===== src/rtl/vec_mul_seq_if.sv =====
// Handshake and operand/result bus for vec_mul_seq.
// Defining MUL_SAT_EN adds the sat_mode signal.
interface vec_mul_seq_if #(
    parameter int N     = 18,
    parameter int LANES = 4
);
    logic                 in_valid;
    logic                 in_ready;
    logic [LANES*N-1:0]   a;
    logic [LANES*N-1:0]   b;
`ifdef MUL_SAT_EN
    logic                 sat_mode;
`endif
    logic                 abort;
    logic                 out_valid;
    logic                 out_ready;
    logic [LANES*N-1:0]   result;
    logic [LANES-1:0]     overflow;
    logic                 car;

    modport master (
`ifdef MUL_SAT_EN
        output sat_mode,
`endif
        output in_valid, a, b, abort, out_ready,
        input  in_ready, out_valid, result, overflow, car
    );

    modport slave (
`ifdef MUL_SAT_EN
        input  sat_mode,
`endif
        input  in_valid, a, b, abort, out_ready,
        output in_ready, out_valid, result, overflow, car
    );
endinterface


===== src/rtl/vec_mul_seq.sv =====
// Multi-lane signed sequential multiplier, one multiplier bit per lane per cycle.
// Defining MUL_SAT_EN enables per-operation saturation selected by sat_mode.
module vec_mul_seq #(
    parameter int N     = 18,
    parameter int LANES = 4
) (
    input logic          clk,
    input logic          rst_n,
    vec_mul_seq_if.slave bus
);
    localparam int CW = $clog2(N);

    typedef enum logic [1:0] {IDLE, BUSY, DONE} state_t;

    state_t                state;
    logic [CW-1:0]         count;
    logic signed [2*N-1:0] acc    [LANES];
    logic signed [2*N-1:0] mcand  [LANES];
    logic [N-1:0]          mplier [LANES];
    logic signed [2*N-1:0] step   [LANES];
    logic [LANES*N-1:0]    result_q;
    logic [LANES*N-1:0]    res_c;
    logic [LANES-1:0]      ovf_q;
    logic [LANES-1:0]      ovf_c;
`ifdef MUL_SAT_EN
    logic                  sat_q;
`endif

    // The multiplier's top bit carries negative weight, so the final step subtracts.
    always_comb begin
        step  = acc;
        res_c = '0;
        ovf_c = '0;
        for (int i = 0; i < LANES; i++) begin
            if (mplier[i][0])
                step[i] = (count == '0) ? acc[i] - mcand[i] : acc[i] + mcand[i];
            ovf_c[i] = (step[i][2*N-1:N-1] != '0) && (step[i][2*N-1:N-1] != '1);
            res_c[i*N +: N] = step[i][N-1:0];
`ifdef MUL_SAT_EN
            if (sat_q && ovf_c[i])
                res_c[i*N +: N] = step[i][2*N-1] ? {1'b1, {(N-1){1'b0}}}
                                                 : {1'b0, {(N-1){1'b1}}};
`endif
        end
    end

    always_ff @(posedge clk or negedge rst_n) begin
        if (!rst_n) begin
            state    <= IDLE;
            count    <= '0;
            result_q <= '0;
            ovf_q    <= '0;
`ifdef MUL_SAT_EN
            sat_q    <= 1'b0;
`endif
            for (int i = 0; i < LANES; i++) begin
                acc[i]    <= '0;
                mcand[i]  <= '0;
                mplier[i] <= '0;
            end
        end else if (bus.abort) begin
            state    <= IDLE;
            count    <= '0;
            result_q <= '0;
            ovf_q    <= '0;
        end else begin
            case (state)
                IDLE: begin
                    if (bus.in_valid) begin
                        for (int i = 0; i < LANES; i++) begin
                            acc[i]    <= '0;
                            mcand[i]  <= {{N{bus.a[i*N+N-1]}}, bus.a[i*N +: N]};
                            mplier[i] <= bus.b[i*N +: N];
                        end
`ifdef MUL_SAT_EN
                        sat_q <= bus.sat_mode;
`endif
                        count <= CW'(N-1);
                        state <= BUSY;
                    end
                end
                BUSY: begin
                    for (int i = 0; i < LANES; i++) begin
                        acc[i]    <= step[i];
                        mcand[i]  <= mcand[i] <<< 1;
                        mplier[i] <= mplier[i] >> 1;
                    end
                    if (count == '0) begin
                        result_q <= res_c;
                        ovf_q    <= ovf_c;
                        state    <= DONE;
                    end else begin
                        count <= count - CW'(1);
                    end
                end
                DONE: begin
                    if (bus.out_ready) begin
                        result_q <= '0;
                        ovf_q    <= '0;
                        state    <= IDLE;
                    end
                end
                default: state <= IDLE;
            endcase
        end
    end

    assign bus.in_ready  = (state == IDLE);
    assign bus.out_valid = (state == DONE);
    assign bus.result    = result_q;
    assign bus.overflow  = ovf_q;
    assign bus.car       = 1'b0;
endmodule


===== src/flat_wrapper.sv =====
// flat-port wrapper written by rule: the top's interface ports become plain ports
module vec_mul_seq_flat 
#(
    parameter int N     = 18,
    parameter int LANES = 4
)
  (clk, rst_n, bus_in_valid, bus_a, bus_b, bus_abort, bus_out_ready, bus_in_ready, bus_out_valid, bus_result, bus_overflow, bus_car);
  vec_mul_seq_if #(.N(N), .LANES(LANES)) bus_i ();
  input logic clk;
  input logic rst_n;
  input wire logic [$bits(bus_i.in_valid)-1:0] bus_in_valid;
  input wire logic [$bits(bus_i.a)-1:0] bus_a;
  input wire logic [$bits(bus_i.b)-1:0] bus_b;
  input wire logic [$bits(bus_i.abort)-1:0] bus_abort;
  input wire logic [$bits(bus_i.out_ready)-1:0] bus_out_ready;
  output wire logic [$bits(bus_i.in_ready)-1:0] bus_in_ready;
  output wire logic [$bits(bus_i.out_valid)-1:0] bus_out_valid;
  output wire logic [$bits(bus_i.result)-1:0] bus_result;
  output wire logic [$bits(bus_i.overflow)-1:0] bus_overflow;
  output wire logic [$bits(bus_i.car)-1:0] bus_car;
  assign bus_i.in_valid = bus_in_valid;
  assign bus_i.a = bus_a;
  assign bus_i.b = bus_b;
  assign bus_i.abort = bus_abort;
  assign bus_i.out_ready = bus_out_ready;
  assign bus_in_ready = bus_i.in_ready;
  assign bus_out_valid = bus_i.out_valid;
  assign bus_result = bus_i.result;
  assign bus_overflow = bus_i.overflow;
  assign bus_car = bus_i.car;
  vec_mul_seq #(.N(N), .LANES(LANES)) u_core (.clk(clk), .rst_n(rst_n), .bus(bus_i));
endmodule

===== config.mk =====
export PLATFORM = sky130hd
export DESIGN_NAME = vec_mul_seq_flat
export DESIGN_NICKNAME = d
export VERILOG_FILES = /design/src/rtl/vec_mul_seq_if.sv /design/src/rtl/vec_mul_seq.sv /design/src/flat_wrapper.sv
export SDC_FILE = /design/constraint.sdc
export NUM_CORES = 1
export LEC_CHECK = 0
export BUFFER_PORTS_ARGS = -buffer_cell sky130_fd_sc_hd__buf_2
export CAP_MARGIN = 20
export CORE_UTILIZATION = 53
export DETAILED_ROUTE_END_ITERATION = 10
export PLACE_DENSITY = 0.72
export SLEW_MARGIN = 20
export SYNTH_ARGS = -nofsm -noshare
export SYNTH_HDL_FRONTEND = slang
export SYNTH_SLANG_ARGS = --single-unit
export TNS_END_PERCENT = 5

===== constraint.sdc =====
create_clock -name clk -period 6.17 [get_ports clk]
set_clock_uncertainty 0.05 [all_clocks]
set_input_delay 1.234 -clock clk [delete_from_list [all_inputs] [get_ports clk]]
set_output_delay 1.234 -clock clk [all_outputs]
set_load 0.05 [all_outputs]

==> impl_metrics.env, run 1 <==
export IMPL_slew_headroom_pct=27.41
export IMPL_grt_usage_pct=29.07
export IMPL_num_rows=87
export IMPL_ios=228
export IMPL_dp_slack_ns=0.2759
export IMPL_dr_pass1_iters=6
export IMPL_yosysUniqueCellTypes=104
export IMPL_drc=0
export IMPL_nets=4088
export IMPL_syn_inst=3697
export IMPL_drtAntennaViolNets=0
export IMPL_io_buffers=226
export IMPL_max_cap_viol_count=0
export IMPL_avgSynthCellArea_sq_um=8.226
export IMPL_vias=27659
export IMPL_top_usage_layer="met2"
export IMPL_synth_edf_count=0
export IMPL_antenna_found_initial=1
export IMPL_dpl_hpwl_um=59970
export IMPL_period_share_pct=94.31
export IMPL_clockRootBuffer="clkbuf_16"
export IMPL_grtUsageMet2_pct=45.67
export IMPL_maxSlewViolCount=0
export IMPL_h_tree_depth=2
export IMPL_crit_path_end_kind="register"
export IMPL_worstPathRequired_ns=6.59
export IMPL_p_leak_nw=15.49
export IMPL_yosysSeqAreaShare_pct=36.45
export IMPL_setup_viol=0
export IMPL_internal_power_w=0.009888
export IMPL_hp_class="register to register"
export IMPL_grt_pass1_wl_um=140100
export IMPL_worst_r2r_setup_slack_ns=0.35
export IMPL_insertion_delay_ns=0.61
export IMPL_die_w_um=241.5
export IMPL_arrival_ns=6.24
export IMPL_cts_setup_buffers=0
export IMPL_design_die_area_sq_um=58340
export IMPL_avgViaCountPerCell=6.038
export IMPL_holdBufCountCts=0
export IMPL_period_minus_slack_ns=5.819
export IMPL_power_frac_seq_pct=24.7
export IMPL_synth_seq_cells=443
export IMPL_wl_per_cell_um=18.74
export IMPL_area_delta_synth_final_pct=11.37
export IMPL_p_total_w=0.01895
export IMPL_ctsLongestPathBuffers=3
export IMPL_synth_area_sq_um=30410
export IMPL_synth_ff_type="dfrtp_1"
export IMPL_initial_utilization_pct=53.83
export IMPL_drt_iter0_drc=2385
export IMPL_final_layout_size_suffix_gt1_share_pct=11.51
export IMPL_p_switching_w=0.009063
export IMPL_setup_ws_ns=0.3509
export IMPL_grt_max_degree=205
export IMPL_synth_yosys_warnings=0
export IMPL_async_reset_ff_share_pct=100.0
export IMPL_cts_tree="done"
export IMPL_overflow=0
export IMPL_cts_buffers=52
export IMPL_hold_violations=0
export IMPL_status="finished, final reports clean"
export IMPL_p_sw_share_pct=47.82
export IMPL_tightest_slew_ns=1.077
export IMPL_clkSinkCount=443
export IMPL_grt_util_met1_pct=41.91
export IMPL_critPathLaunchType="register"
export IMPL_die_h_um=241.5
export IMPL_comb_power_share_pct=58.5
export IMPL_clockPowerShare_pct=16.8
export IMPL_finalWirelength_um=85860
export IMPL_grt_pass1_vias=26193
export IMPL_fp_coreArea_sq_um=56500
export IMPL_gp_congestion=0.9598
export IMPL_synth_nets=3996
export IMPL_clk_pin_slew_worst_paths_ns=0.06
export IMPL_worstPathMaxFanout=7
export IMPL_clock_fmax_ghz=0.1718
export IMPL_power_per_cell_area_nw_per_um2=559.6
export IMPL_grtUsageMet3_pct=3.940
export IMPL_peakVddDrop_uv=318.4
export IMPL_crit_type="register to register"
export IMPL_cts_resized_gates=0
## through the flow
stage          utilization (%)  setup TNS (ns)  hold WS, ns  std cells  instance area (sq um)
3_3_place_gp             56.84               0       0.4073       4491                  32110
4_1_cts                  59.89               0       0.4276       4580                  33840
2_1_floorplan                -               0       0.3985       3697                  30410
5_1_grt                  59.95        -0.03235       0.4478       4580                  33870
6_report                 59.95               0       0.4223       4581                  33870
3_5_place_dp             56.84               0       0.4154       4491                  32110
## registers in the layout (all words and copies together) (netlist names)
register / flops
u_core.bus.overflow: 4
u_core.mplier: 72
u_core.bus.result: 72
u_core.acc: 144
u_core.count: 5
u_core.state: 2
u_core.mcand: 144
## kinds of logic (layout without fill, tap and decap cells)
family,Yosys count,count (layout),synth area share [%]
AOI/OAI and AO/OA,1150,1150,23.78
xor gates and xnor gates,242,242,6.994
adders and majority gates,150,150,6.270
buffers and inverters,308,435,3.888
DFF,443,443,36.45
muxes,91,91,3.049
other,1,2,0.01233
and+or+nand+nor,1312,1312,19.55
## final timing paths
| path | start | end | cells past startpoint |
|---|---|---|---|
| min reg2reg | u_core.bus.result[58] | u_core.bus.result[58] | 2 |
| max reg2reg | u_core.mcand[77] | u_core.bus.overflow[1] | 18 |
| min in group asynchronous | rst_n | u_core.bus.result[42] | 1 |
| max | u_core.mcand[77] | u_core.bus.overflow[1] | 18 |
| max in group asynchronous | rst_n | u_core.mplier[0] | 2 |
| min | u_core.bus.result[58] | u_core.bus.result[58] | 2 |
## layout by cell type (no fill, tap or decap), drive strengths merged, types with 12 or more instances in the layout
cell	netlist	routed
a211oi	25	25
a21o	62	62
a21oi	272	272
a221o	20	20
a221oi	14	14
a22o	42	42
a31oi	157	157
and2	12	12
and3	23	23
buf	35	270
clkbuf	197	71
dfrtp	443	443
ha	146	146
inv	75	75
mux2	13	13
mux2i	78	78
nand2	664	664
nand2b	36	36
nand3	32	32
nand4	41	41
nor2	292	292
nor2b	28	28
nor3	58	58
nor4	25	25
o211ai	12	12
o21a	23	23
o21ai	354	354
o21bai	23	23
o31ai	32	32
or2	18	18
or3	21	21
or4	16	16
xnor2	138	138
xor2	104	104
## critical path, cell delays in order (launching register included)
cell	delay [ns]
dfrtp_1	0.41
or3_1	0.42
or4_1	0.51
or2_1	0.32
o41ai_1	0.32
xor2_1	0.25
ha_1	0.35
a21o_1	0.24
a31oi_1	0.27
o21ai_0	0.12
a2111oi_0	0.37
o21ai_1	0.21
a221oi_2	0.32
xnor2_1	0.15
mux2i_1	0.11
or4_1	0.53
or4_1	0.40
nor4_1	0.23
a311oi_1	0.12
## routing by layer
layer	share of wire [%]	routed length (um)
met1	47	40440
met2	45	38600
met3	5.7	4864
met4	2.3	1935
met5	0.013	11
## synth_stat cells, types with 11 or more instances
cell type    n  share of area [%]
o21ai_0    340                5.6
a211oi_1    23               0.57
o31ai_1     30               0.74
nand2b_1    36               0.74
and3_1      23               0.47
dfrtp_1    443                 36
mux2_2      13               0.48
and2_1      12               0.25
inv_1       73               0.90
a32o_1      11               0.36
xnor2_1    138                4.0
a21oi_1    270                4.4
clkbuf_1   197                2.4
xor2_1     103                3.0
nor3_1      56               0.92
or3_1       21               0.43
a21o_1      62                1.5
ha_1       146                6.0
buf_2       12               0.20
nand3_1     31               0.51
a31oi_1    156                3.2
nor4_1      18               0.37
nand2_1    664                8.2
o21bai_1    23               0.57
nor2_1     292                3.6
o21a_1      23               0.57
o21ai_1     12               0.20
buf_1       21               0.26
or4_1       14               0.35
nor2b_1     28               0.58
o211ai_1    12               0.30
a221o_1     20               0.66
a221oi_1    12               0.35
nand4_1     41               0.84
mux2i_1     78                2.6
a22o_1      42                1.2
## final cells by class
type	count	area [sq um]
fill	5091	22630
multi-input combinational	2946	18250
sequential	443	11090
timing repair buffer	270	1572
clock buffer	71	1494
tap	756	945.9
inverter	76	285.3
clock inverter	18	229.0
antenna	1	2.502
## power by group through the flow
stage                     logic (W)  registers [W]  clock network [W]
final                        0.0111        0.00468            0.00318
after global routing         0.0122        0.00480            0.00335
after global placement       0.0108        0.00467                  0
after floorplan             0.00775        0.00519                  0
after detailed placement     0.0109        0.00469                  0
after CTS                    0.0110        0.00466            0.00324
(Power assumes the default switching activity.)
==> run 2, diff against run 1 <==
- ABC_CLOCK_PERIOD_IN_PS: unset -> 6170
- RECOVER_POWER: unset -> 50
==> run 2 against run 1 <==
  * Sequential share of layout area up 0.084 points
  * Sequential cell count stayed put
  * Count of clock-buffer cells in the layout unchanged
  * Worst setup slack better by 0.022 ns
  * Critical endpoint unchanged
  * Via count is essentially flat
  * Die area did not move
  * The run now ends with capacitance limit, slew limit left
==> impl_metrics.env, run 2 (synthesis results as in run 1) <==
export IMPL_status="finished, violations left"
export IMPL_violations="capacitance limit, slew limit"
export IMPL_max_cap_viol_count=4
export IMPL_path_common_cell="or4_1"
export IMPL_crit_type="register to register"
export IMPL_antenna_cells=0
export IMPL_worstPathMaxFanout=7
export IMPL_holdBufCountCts=0
export IMPL_ctsLongestPathBuffers=3
export IMPL_tightest_slew_ns=3.765
export IMPL_drc=0
export IMPL_hp_class="register to register"
export IMPL_crit_path_max_incr_delay_ns=0.53
export IMPL_worstPathRequired_ns=6.60
export IMPL_maxSlewViolCount=428
export IMPL_wl_per_cell_um=18.75
export IMPL_period_share_pct=93.96
export IMPL_crit_path_end_kind="register"
export IMPL_peakVddDrop_uv=319.7
export IMPL_design_die_area_sq_um=58340
export IMPL_arrival_ns=6.22
export IMPL_slew_headroom_pct=-151.0
export IMPL_ios=228
export IMPL_hold_violations=0
export IMPL_io_buffers=226
export IMPL_grt_usage_pct=29.07
export IMPL_crit_buf_inv=0
export IMPL_slowest_stage="or4_1"
export IMPL_avgViaCountPerCell=6.041
export IMPL_clkSinkCount=443
export IMPL_nets=4088
export IMPL_antenna_found_initial=1
export IMPL_p_leak_nw=15.38
export IMPL_final_common_cell="nand2_1"
export IMPL_reg_top3="u_core.acc (144), u_core.mcand (144)"
export IMPL_dr_pass1_iters=6
export IMPL_final_layout_size_suffix_gt1_share_pct=10.80
export IMPL_wl_met2_um=38580
export IMPL_period_minus_slack_ns=5.797
export IMPL_dr_max_layer_used="met5"
export IMPL_worst_r2r_setup_slack_ns=0.37
export IMPL_m1WireLength_um=40420
export IMPL_grt_pass1_vias=26193
export IMPL_clk_pin_slew_worst_paths_ns=0.06
export IMPL_initial_utilization_pct=53.83
export IMPL_dp_slack_ns=0.2759
export IMPL_path_cells="or3_1 > or4_1 > or2_1 > o41ai_1 > xor2_1 > ha_1 > a21o_1 > a31oi_1 > o21ai_0 > a2111oi_0 > o21ai_1 > a221oi_2 > xnor2_1 > mux2i_1 > or4_1 > or4_1 > nor4_1 > a311oi_1"
export IMPL_cts_tree="done"
export IMPL_finalWirelength_um=85880
export IMPL_grt_pass1_wl_um=140100
export IMPL_fp_coreArea_sq_um=56500
export IMPL_power_per_cell_area_nw_per_um2=560.6
export IMPL_p_total_w=0.01894
export IMPL_cp_top_family="simple AND/OR/NAND/NOR gates"
export IMPL_place_inst=4491
export IMPL_grt_max_degree=205
export IMPL_dpl_hpwl_um=59970
export IMPL_mostFrequentLayoutCells="nand2_1 (664), dfrtp_1 (439), o21ai_0 (340), nor2_1 (290), a21oi_1 (270)"
export IMPL_clockRootBuffer="clkbuf_16"
export IMPL_die_w_um=241.5
export IMPL_clock_fmax_ghz=0.1725
export IMPL_cts_setup_buffers=0
export IMPL_insertion_delay_ns=0.61
export IMPL_layout_cells_non_filler=4580
export IMPL_drt_iter0_drc=2351
export IMPL_utilization_pct=59.80
export IMPL_cts_buffers=52
export IMPL_route_met3_wl_um=4839
export IMPL_gp_congestion=0.9598
export IMPL_critPathLaunchType="register"
export IMPL_setup_ws_ns=0.3728
export IMPL_drtAntennaViolNets=0
export IMPL_h_tree_depth=2
export IMPL_setup_viol=0
export IMPL_vias=27667
export IMPL_overflow=0
export IMPL_num_rows=87
export IMPL_die_h_um=241.5
export IMPL_area_delta_synth_final_pct=11.09
==> run 2: cell type report <==
type | count | area (sq um)
fillers | 5111 | 22710
flip-flops and latches | 443 | 11090
repair buffers | 270 | 1498
well taps | 756 | 945.9
inverters | 76 | 285.3
clock buffers | 71 | 1494
multi-input cells | 2946 | 18240
clock inverters | 18 | 229.0
==> run 2: stage by stage <==
stage / hold WS [ns] / setup TNS (ns) / cell area, sq um
6_report: 0.4242 / 0 / 33780
2_1_floorplan: 0.3985 / 0 / 30410
5_1_grt: 0.4499 / -0.03235 / 33780
3_5_place_dp: 0.4154 / 0 / 32110
4_1_cts: 0.4276 / 0 / 33840
3_3_place_gp: 0.4073 / 0 / 32110
==> run 2: worst reg2reg max path: stages (launching register included) <==
cell	delay, ns
dfrtp_1	0.41
or3_1	0.41
or4_1	0.51
or2_1	0.32
o41ai_1	0.32
xor2_1	0.25
ha_1	0.35
a21o_1	0.24
a31oi_1	0.26
o21ai_0	0.12
a2111oi_0	0.37
o21ai_1	0.21
a221oi_2	0.32
xnor2_1	0.15
mux2i_1	0.11
or4_1	0.53
or4_1	0.40
nor4_1	0.23
a311oi_1	0.12
==> run 2: worst paths after layout <==
path | start | end | depth (start not counted)
hold reg to reg | u_core.bus.result[69] | u_core.bus.result[69] | 2
min in group asynchronous | rst_n | u_core.bus.result[42] | 1
hold / removal | u_core.bus.result[69] | u_core.bus.result[69] | 2
setup reg to reg | u_core.mcand[77] | u_core.bus.overflow[1] | 18
max in group asynchronous | rst_n | u_core.acc[14] | 2
setup / recovery | u_core.mcand[77] | u_core.bus.overflow[1] | 18
==> run 2: layer usage <==
metal  global-route usage [%]  vias to the layer above
li1                         -                    13437
met1                    41.91                    13318
met2                    45.67                      778
met3                    3.940                      132
met4                    7.999                        2
met5                        0                        -
==> run 2: timing repair <==
action	CTS	global route
setup endpoints to repair	0	2
resized for setup	0	6
endpoints found under the hold margin	0	0
==> run 2: report_power, final <==
group	internal [W]	total, W	switching, W
clock	0.00189	0.00318	0.00129
combinational	0.00419	0.0111	0.00689
sequential	0.00380	0.00468	0.000885
==> run 3, diff against run 2 <==
- ABC_CLOCK_PERIOD_IN_PS: 6170 -> 7300
- SETUP_SLACK_MARGIN: unset -> 0.1
- clock period: 6.17 -> 7.3 ns (I/O delays scaled with it)
==> run 3 against run 2 <==
  * Combinational power fell by 16%
  * Hold slack got worse by 0.0021 ns
  * Via count barely moved
  * Core utilization fell by 0.12 points
  * Non-clock buffer count fell by 8
  * Die area did not move
  * The flow still finishes with violations (capacitance limit, slew limit)
  * Count of clock-buffer cells in the layout fell by 4
  * Sequential power fell by 15%
  * Clock power fell by 16%
  * Critical path depth rose by 5
  * Largest cell class unchanged
  * Highest routed layer unchanged
  * Largest power group unchanged
  * Worst setup slack improved by 0.74 ns
  * Maximum frequency fell by 6.2%
==> impl_metrics.env, run 3 (synthesis results as in run 1) <==
export IMPL_reg_top3="u_core.acc (144), u_core.mcand (144)"
export IMPL_die_w_um=241.5
export IMPL_antenna_found_initial=2
export IMPL_avgViaCountPerCell=6.044
export IMPL_tns_ns=0
export IMPL_wl_per_cell_um=18.67
export IMPL_ctsLongestPathBuffers=3
export IMPL_cts_setup_buffers=0
export IMPL_final_layout_size_suffix_gt1_share_pct=11.31
export IMPL_io_buffers=226
export IMPL_clkSinkCount=443
export IMPL_crit_path_end_kind="register"
export IMPL_wl_met2_um=39030
export IMPL_fp_coreArea_sq_um=56500
export IMPL_gp_congestion=0.9669
export IMPL_h_tree_depth=2
export IMPL_holdBufCountCts=0
export IMPL_grt_pass1_wl_um=140100
export IMPL_antenna_cells=0
export IMPL_initial_utilization_pct=53.83
export IMPL_slew_headroom_pct=-96.39
export IMPL_arrival_ns=6.59
export IMPL_power_per_cell_area_nw_per_um2=472.6
export IMPL_mostFrequentLayoutCells="nand2_1 (664), dfrtp_1 (439), o21ai_0 (340), nor2_1 (291), a21oi_1 (270)"
export IMPL_nets=4080
export IMPL_hp_class="register to register"
export IMPL_clock_fmax_ghz=0.1617
export IMPL_clk_pin_slew_worst_paths_ns=0.06
export IMPL_route_met3_wl_um=4638
export IMPL_max_cap_viol_count=6
export IMPL_period_share_pct=84.70
export IMPL_status="finished, violations left"
export IMPL_final_common_cell="nand2_1"
export IMPL_num_rows=87
export IMPL_cts_buffers=52
export IMPL_design_die_area_sq_um=58340
export IMPL_ios=228
export IMPL_place_inst=4482
export IMPL_layout_cells_non_filler=4576
export IMPL_tightest_slew_ns=2.946
export IMPL_maxSlewViolCount=452
export IMPL_area_delta_synth_final_pct=10.87
export IMPL_grt_max_degree=149
export IMPL_period_minus_slack_ns=6.183
export IMPL_die_h_um=241.5
export IMPL_p_leak_nw=15.43
export IMPL_crit_type="register to register"
export IMPL_setup_viol=0
export IMPL_worstPathMaxFanout=9
export IMPL_overflow=0
export IMPL_holdPathStages=2
export IMPL_worstRegToRegCells=23
export IMPL_drtAntennaViolNets=0
export IMPL_hold_ws_ns=0.4221
export IMPL_grt_pass1_vias=26269
export IMPL_dr_max_layer_used="met5"
export IMPL_cts_resized_gates=0
export IMPL_rsz0062_at_grt="no"
export IMPL_worstPathRequired_ns=7.71
export IMPL_grt_usage_pct=29.10
export IMPL_m1WireLength_um=39810
export IMPL_hold_violations=0
export IMPL_dr_pass1_iters=8
export IMPL_clockRootBuffer="clkbuf_16"
export IMPL_finalWirelength_um=85430
export IMPL_insertion_delay_ns=0.61
export IMPL_dpl_hpwl_um=59630
export IMPL_violations="capacitance limit, slew limit"
export IMPL_p_total_w=0.01593
export IMPL_vias=27656
export IMPL_drt_iter0_drc=2344
export IMPL_peakVddDrop_uv=341.3
export IMPL_critPathLaunchType="register"
export IMPL_cts_tree="done"
export IMPL_drc=0
run 3: area by class of cell:
class / count / area (sq um)
Inverter: 76 / 285.3
Fill cell: 5101 / 22780
Clock buffer: 67 / 1489
Tap cell: 756 / 945.9
Clock inverter: 26 / 262.8
Multi-Input combinational cell: 2946 / 18210
Sequential cell: 443 / 11090
Timing Repair Buffer: 262 / 1433
run 3: worst paths after layout:
| path | slack (ns) | to | start |
|---|---|---|---|
| min in group asynchronous | 1.61 | u_core.mcand[38] | rst_n |
| max | 1.12 | u_core.bus.overflow[3] | u_core.mcand[1] |
| max in group asynchronous | 2.66 | u_core.mplier[54] | rst_n |
| max reg2reg | 1.12 | u_core.bus.overflow[3] | u_core.mcand[1] |
| min | 0.42 | u_core.bus.result[42] | u_core.bus.result[42] |
| min reg2reg | 0.42 | u_core.bus.result[42] | u_core.bus.result[42] |
run 3: worst max-delay path, stage by stage, from the launching register on:
cell and delay [ns]:
dfrtp_1 0.42, inv_1 0.08, ha_1 0.16, nand2_1 0.08
nor3_1 0.31, nand2_1 0.12, nor2_1 0.34, nand2_1 0.13
nor2_1 0.26, nor4bb_1 0.78, a21oi_1 0.18, xnor2_1 0.16
ha_1 0.39, a21oi_1 0.24, o21ai_0 0.22, nand3b_1 0.22
o221a_1 0.25, or2_1 0.25, o311ai_2 0.36, o211ai_1 0.16
nor4_2 0.31, nand2_1 0.13, a311oi_1 0.31, nand4_1 0.11
run 3: layer usage:
layer	GRT usage, %	vias up
met4	8.187	2
met1	41.66	13293
li1	-	13430
met2	46.53	815
met5	0	-
met3	3.230	116
run 3: through the flow:
stage               setup WS (ns)  util (%)  cell area (sq um)
floorplan                   1.881         -              30410
global placement            1.461     56.61              31980
detailed placement          1.290     56.61              31980
CTS                         1.271     59.71              33730
global route               0.3858     59.68              33710
finish                      1.117     59.68              33710
run 3: power breakdown:
| part | total [W] | internal [W] | switching (W) |
|---|---|---|---|
| clock | 0.00267 | 0.00158 | 0.00109 |
| sequential | 0.00396 | 0.00321 | 0.000749 |
| combinational | 0.00930 | 0.00350 | 0.00580 |
| total | 0.0159 | 0.00829 | 0.00765 |
